<file path="src/rtl/beat_gen_prog.sv">
`timescale 1ns/1ps
// beat_gen_prog: programmable tempo / beat generator.
//
// Divides the sample-rate strobe count_en into a beat pulse and a measure
// pulse. The beat period and beats-per-measure can be changed at run time.
// A new value waits in a pending register and takes effect at the next beat
// boundary or sync, so the beat that is already running is never cut short.
//
// Optional feature macro: BEAT_GEN_SWING_EN
//   When this macro is defined, the swing_in port and a swing register exist.
//   Even-indexed beats are lengthened by the swing amount and odd-indexed
//   beats are shortened by the same amount.
//
// Ports:
//   clk         system clock
//   reset       synchronous reset, active-low
//   count_en    sample strobe; each high cycle is one count step
//   run         1 = counting, 0 = paused (count and beat_idx hold)
//   sync        restart the beat phase at beat 0 (works while paused)
//   period_in   new period, in count_en strobes per beat
//   bpm_in      new beats-per-measure value
//   period_ld   load request for period_in / bpm_in (and swing_in)
//   swing_in    swing offset (only with BEAT_GEN_SWING_EN)
//   beat        one-clk pulse at each beat boundary (registered)
//   measure     one-clk pulse together with beat when beat_idx returns to 0
//   beat_idx    index of the current beat, 0..bpm-1
//   count       current position within the beat
//   period_cur  period currently in effect
//   ld_pending  a load has been accepted but not yet applied
//
// Control semantics: period_ld has no ready. The block accepts a load on
// every cycle it is high, and the last write before a transfer wins. The
// transfer happens on the next wrap or sync. If period_ld is high in the same
// cycle as the wrap or sync, the values on the inputs are used directly.
module beat_gen_prog #(
   parameter int SIGNAL_WIDTH   = 16,
   parameter int BPM_WIDTH      = 4,
   parameter int DEFAULT_PERIOD = 4800,
   parameter int DEFAULT_BPM    = 4
) (
   input  logic                    clk,
   input  logic                    reset,
   input  logic                    count_en,
   input  logic                    run,
   input  logic                    sync,
   input  logic [SIGNAL_WIDTH-1:0] period_in,
   input  logic [BPM_WIDTH-1:0]    bpm_in,
   input  logic                    period_ld,
`ifdef BEAT_GEN_SWING_EN
   input  logic [SIGNAL_WIDTH-1:0] swing_in,
`endif
   output logic                    beat,
   output logic                    measure,
   output logic [BPM_WIDTH-1:0]    beat_idx,
   output logic [SIGNAL_WIDTH-1:0] count,
   output logic [SIGNAL_WIDTH-1:0] period_cur,
   output logic                    ld_pending
);

   localparam int SW = SIGNAL_WIDTH;
   localparam int BW = BPM_WIDTH;

   logic [BW-1:0] bpm_cur;
   logic [SW-1:0] pend_period;
   logic [BW-1:0] pend_bpm;

   logic [SW-1:0] eff_period;
   logic [SW-1:0] beat_len;
   logic          step;
   logic          wrap;
   logic          apply;
   logic [SW-1:0] new_period;
   logic [BW-1:0] new_bpm;
   logic [BW-1:0] next_bpm;
   logic [BW:0]   next_bpm_eff;
   logic [BW:0]   idx_inc;
   logic [BW-1:0] idx_next;

   // A period of 0 behaves as 1, so every step produces a beat.
   assign eff_period = (period_cur == '0) ? SW'(1) : period_cur;

`ifdef BEAT_GEN_SWING_EN
   logic [SW-1:0] swing_cur;
   logic [SW-1:0] pend_swing;
   logic [SW-1:0] new_swing;
   logic [SW-1:0] swing_eff;
   logic [SW:0]   even_sum;

   // Clamp the swing so that an odd beat always lasts at least one step.
   assign swing_eff = (swing_cur >= eff_period) ? (eff_period - SW'(1)) : swing_cur;
   assign even_sum  = {1'b0, eff_period} + {1'b0, swing_eff};
   // The length of an even beat saturates at the largest counter value.
   assign beat_len  = beat_idx[0] ? (eff_period - swing_eff)
                                  : (even_sum[SW] ? {SW{1'b1}} : even_sum[SW-1:0]);
   assign new_swing = period_ld ? swing_in : pend_swing;
`else
   assign beat_len = eff_period;
`endif

   assign step = count_en & run;
   assign wrap = step & (count == (beat_len - SW'(1)));

   // Values that a transfer would install. A load arriving in the same cycle
   // bypasses the pending register.
   assign new_period = period_ld ? period_in : pend_period;
   assign new_bpm    = period_ld ? bpm_in    : pend_bpm;
   assign apply      = (wrap | sync) & (period_ld | ld_pending);

   // The next index is computed against the bpm of the beat that is
   // starting. If the bpm shrinks below the current index, the index folds
   // back to 0 and measure pulses.
   assign next_bpm     = apply ? new_bpm : bpm_cur;
   assign next_bpm_eff = (next_bpm == '0) ? (BW+1)'(1) : {1'b0, next_bpm};
   assign idx_inc      = {1'b0, beat_idx} + (BW+1)'(1);
   assign idx_next     = (idx_inc >= next_bpm_eff) ? '0 : idx_inc[BW-1:0];

   always_ff @(posedge clk) begin
      if (!reset) begin
         count       <= '0;
         beat_idx    <= '0;
         beat        <= 1'b0;
         measure     <= 1'b0;
         ld_pending  <= 1'b0;
         period_cur  <= SW'(DEFAULT_PERIOD);
         bpm_cur     <= BW'(DEFAULT_BPM);
         pend_period <= '0;
         pend_bpm    <= '0;
`ifdef BEAT_GEN_SWING_EN
         swing_cur   <= '0;
         pend_swing  <= '0;
`endif
      end else begin
         beat    <= sync | wrap;
         measure <= sync | (wrap & (idx_next == '0));

         // sync has priority over both the wrap and a plain step.
         if (sync) begin
            count    <= '0;
            beat_idx <= '0;
         end else if (wrap) begin
            count    <= '0;
            beat_idx <= idx_next;
         end else if (step) begin
            count    <= count + SW'(1);
         end

         if (apply) begin
            period_cur <= new_period;
            bpm_cur    <= new_bpm;
`ifdef BEAT_GEN_SWING_EN
            swing_cur  <= new_swing;
`endif
         end

         if (apply) begin
            ld_pending <= 1'b0;
         end else if (period_ld) begin
            ld_pending <= 1'b1;
         end

         if (period_ld) begin
            pend_period <= period_in;
            pend_bpm    <= bpm_in;
`ifdef BEAT_GEN_SWING_EN
            pend_swing  <= swing_in;
`endif
         end
      end
   end

endmodule

</file>
<file path="config.mk">
export PLATFORM = sky130hd
export DESIGN_NAME = beat_gen_prog
export DESIGN_NICKNAME = d
export VERILOG_FILES = /design/src/rtl/beat_gen_prog.sv
export SDC_FILE = /design/constraint.sdc
export NUM_CORES = 1
export LEC_CHECK = 0
export BUFFER_PORTS_ARGS = -buffer_cell sky130_fd_sc_hd__buf_2
export CORE_MARGIN = 2
export CORE_UTILIZATION = 50
export DETAILED_ROUTE_END_ITERATION = 10
export HOLD_SLACK_MARGIN = 0.1
export PLACE_DENSITY = 0.7
export SYNTH_ARGS = -nofsm -noshare
export SYNTH_HDL_FRONTEND = slang
export SYNTH_SLANG_ARGS = --single-unit
</file>
<file path="constraint.sdc">
create_clock -name clk -period 9.4 [get_ports clk]
set_input_delay 0 -clock clk [delete_from_list [all_inputs] [get_ports clk]]
set_output_delay 0 -clock clk [all_outputs]
set_load 0.02 [all_outputs]
</file>
==> results.md <==
- The estimated wirelength of the detail-placed design is 5050 microns.
- The final setup violation count is 0.
- The arrival time at the worst endpoint is between 6 and 7 ns.
- The worst setup path is of the reg -> reg kind.
- The kind of launch point of the worst setup path is a register.
- The most area-hungry cell type in the Yosys netlist is dfxtp_1.
- After layout, the minimum clock period comes to 6.041 ns.
- The cell area after technology mapping is 0.003338 sq mm.
- The worst setup path is captured at a register.
- The cell with the most instances after synthesis is dfxtp_1.
- The depth of the CTS H-tree is 3.
- The cell internal power dissipation is 455.7 uW.
- The number of storage elements in the synthesis netlist is 63.
- The leakage power figure is roughly 0.0018 uW.
- The tree built by TritonCTS fans out to 63 sinks.
- The total detailed-routing wirelength is about 7200 microns.
- In this run the power density over the cells is between 150 and 200 mW/mm^2.
- The die outline area is approximately 0.0073 sq mm.
- The deepest clock path buffer count is 2.
- The count of warnings emitted by yosys is 0.
- Input and output buffers added on the ports amount to between 60 and 70.
- The worst IR drop on VDD is between 0.1 and 0.15 mV.
- In this run the tightest slew margin relative to its limit is around a quarter.
- The via count normalized by instance count is slightly above 5.
- In the final timing run, aggregate negative setup slack is 0 ns.
- The detail route stage leaves a number of antenna-violating nets equal to 0.
- The flow ran to the end, and the final reports show no timing, DRC or antenna violations.
- The critical register-to-register path startpoint is period_cur[8].
- Setup repair after global routing left no endpoint under its margin.
- The filler cell count is around 540.
- The die is roughly 86 microns wide.
- The share of the core filled with cells is 63.54%.
- The synthesized design devotes to its leading area cell type 37.78% of total area.
- Per report_power, the sequential group accounts for ~47% of the total.
- The worst hold slack is 0.1898 ns.
- Net switching is about a quarter of the power.
- The multi-input combinational cells in the finished layout cover a total of between 0.0015 and 0.002 sq mm.
- Summing over every cut layer, the via total after detailed routing is between 2,000 and 3,000.
- The number of max-slew violations in the final report was 0.
- The post-place setup slack is 3.455 ns.
- The wire length per cell is 14.16 microns.
- Across the run, the number of max-cap violations was 0.
- TritonCTS built the clock tree.
- Entering global routing, the biggest net connects 50 pins.
- The number of cells traversed by the worst register-to-register path is 19.
- The startpoint of the worst hold path is run.
- The net switching component of the power is 153.2 uW.
- For this configuration, the core starts out at a cell density of 52.27%.
- The top-level I/O count is 65.
- The number of hold violations in the final report is 0.
- The clock latency on the worst-skew pair is approximately 0.34 ns.
- The upper clock frequency limit is between 150 and 200 MHz.
- The number of diodes is 0.
- The sequential cell area is about 0.0013 sq mm.
- The detailed router's first-iteration violation count is about 110.
- After clock tree synthesis, the clock-pin slew on the worst setup and hold paths is 0.07 ns.
- Relative to the synthesized area, the layout overhead comes to 21.55%.
- The sequential share of the synthesized area is between 30% and 40%.
- The worst path meets setup with 3.359 ns of slack.
- In the final layout, the share of cells above drive strength 1 is 24.13%.
- The wire length of the first global-routing pass is about 12,000 microns.
- The worst path buffer plus inverter count is 1.
- The number of CTS-inserted buffers is 9.
- In the global route stage, overall resource usage came out at 20.51%.
- The number of enable flip-flop cells after synthesis is 0.
- The via count of the first global-routing pass is ~2,500.
- The length of the first detailed-routing pass in iterations is 4.
- Synthesis produced a netlist whose cell count is approximately 350.
- The post-synthesis average cell area is between 9 and 10 sq um.
- The cell at the root of the clock tree is clkbuf_8.
- The number of antenna violations at the first check in global routing is 0.
- By area the synthesized netlist is led by dfxtp_1, mux2i_1, mux2_4.
- The floorplan core area is ~0.0064 sq mm.
- The endpoint of the worst register-to-register path is measure.
- The number of hold-repair buffers added at the cts stage is 21.
- The final weighted congestion of routability-driven global placement is between 0.8 and 0.9.
- The worst hold path belongs to the class in -> reg.
- The share of the cycle needed by the critical path after routing is between 60% and 70%.
- The commonest cells after synthesis are dfxtp_1, nor2_1, mux2i_1.
- The count of unresolved DRC violations after routing is 0.
- Global routing finished with a remaining overflow of 0.
- For the worst setup path, the data required time is about 9.6 ns.
- The transition at the pin with the smallest max-transition slack is 1.107 ns.
- The clock network accounts for 38.5% of the total power.
- The cell depth of the worst hold path is 4.
- The proportion of power drawn by combinational gates is between 10% and 20%.
- The net count of the mapped netlist is 380.
- The largest fanout of any net on the critical path is 24.
- The top cell family by delay on the critical path is simple AND/OR/NAND/NOR gates.
- For the final database, setup skew stands at about 0.0071 ns.
- The overall die height is ~86 microns.
- The terminating pin of the worst hold path is count[0].
- In this run the post-CTS setup repair buffer count came out at 0.
- The total number of nets in the final design is between 400 and 500.
- After synthesis, the share of flip-flops with an asynchronous set or reset is 0%.
- The top flip-flop cell by instance count after synthesis is dfxtp_1.
- The signal on the critical path passes through nor4_1 > a41oi_1 > ha_1 > nor3b_2 > a311oi_1 > a41oi_1 > or4_1 > or4_4 > o31a_1 > buf_4 > mux2i_1 > ha_1 > nand2b_1 > a21o_1 > a21o_1 > a211oi_1 > a22oi_1 > a31oi_1 > nor2b_1.
- The delay of the slowest critical-path stage is slightly above 0.9 ns.
- The setup slack of the most critical reg-to-reg path is about 3.4 ns.
- The total number of placement rows is 29.
- The critical-path cell with the highest stage delay is nor4_1.
- The distinct cell type count of the synthesized netlist is 50.
- The number of gates resized after CTS was 0.
-- layout by cell type, fill, tap and decap left out, drive strengths merged, types with 2 or more instances in the layout --
master / n
a21o: 2
a21oi: 7
a41oi: 3
and2: 17
and3: 3
buf: 65
clkbuf: 12
dfxtp: 63
dlygate4sd3: 21
ha: 7
inv: 7
mux2: 20
mux2i: 25
nand2: 20
nand2b: 8
nand3: 10
nand3b: 3
nand4: 7
nand4b: 2
nor2: 28
nor2b: 21
nor3: 6
nor3b: 2
nor4: 6
o21ai: 5
o31a: 2
or4: 2
xnor2: 19
xor2: 21
-- registers in the layout, summed over array words and instances, names as in the netlist --
register     cells
pend_period     16
beat             1
count           16
period_cur      16
measure          1
pend_bpm         4
beat_idx         4
bpm_cur          4
ld_pending       1
-- worst max path at each step --
| stage | startpoint | endpoint | cells past startpoint | slack [ns] |
|---|---|---|---|---|
| 6_report | period_cur[8] | measure | 19 | 3.36 |
| 3_3_place_gp | period_cur[8] | measure | 19 | 3.56 |
| 4_1_cts | period_cur[8] | measure | 19 | 3.42 |
| 3_5_place_dp | period_cur[8] | measure | 19 | 3.46 |
| 2_1_floorplan | period_cur[8] | measure | 21 | 3.84 |
| 5_1_grt | period_cur[8] | measure | 19 | 2.98 |
-- stage by stage --
step           area [sq um]  total power (uW)  instances
3_5_place_dp           3650             373.2        472
3_3_place_gp           3650             372.1        472
5_1_grt                4058             636.8        508
2_1_floorplan          3338             353.9        347
4_1_cts                4058             615.5        508
6_report               4058             608.9        508
-- worst register-to-register path: stages (launching register included) --
cell and delay (ns):
dfxtp_1 0.38, nor4_1 0.91, a41oi_1 0.32, ha_1 0.31, nor3b_2 0.20, a311oi_1 0.27
a41oi_1 0.06, or4_1 0.55, or4_4 0.57, o31a_1 0.29, buf_4 0.26, mux2i_1 0.17
ha_1 0.27, nand2b_1 0.14, a21o_1 0.18, a21o_1 0.18, a211oi_1 0.47, a22oi_1 0.12
a31oi_1 0.20, nor2b_1 0.07
-- routing by layer --
metal	global-route usage [%]	part of all wire [%]
met5	0	0
met4	8.225	1.7
met3	4.331	4.8
met2	30.82	43
met1	28.73	50
-- cell families after synthesis --
kind of cell / Yosys count / synth area share, %
mux: 45 / 15.82
flops: 63 / 37.78
compound gates: 29 / 6.035
fa+ha+maj: 7 / 2.624
xor+xnor: 40 / 10.49
simple gates: 139 / 23.09
buf+inv: 24 / 4.161
-- power by group through the flow --
stage                     combinational (uW)  clock [uW]  sequential [uW]
after detailed placement                79.6           0              294
final                                   86.8         234              288
after CTS                               86.8         241              288
after floorplan                         56.9           0              297
after global placement                  79.0           0              293
after global routing                    95.5         252              289
-- cell type report --
| cell class | count | area share (%) |
|---|---|---|
| clock buffer | 12 | 3.824 |
| multi-input combinational | 260 | 47.76 |
| clock inverter | 3 | 1.048 |
| timing repair buffer | 86 | 13.26 |
| sequential | 63 | 31.08 |
| tap | 77 | 2.374 |
| inverter | 7 | 0.6475 |
No activity file was read; power rests on OpenSTA's default activity.
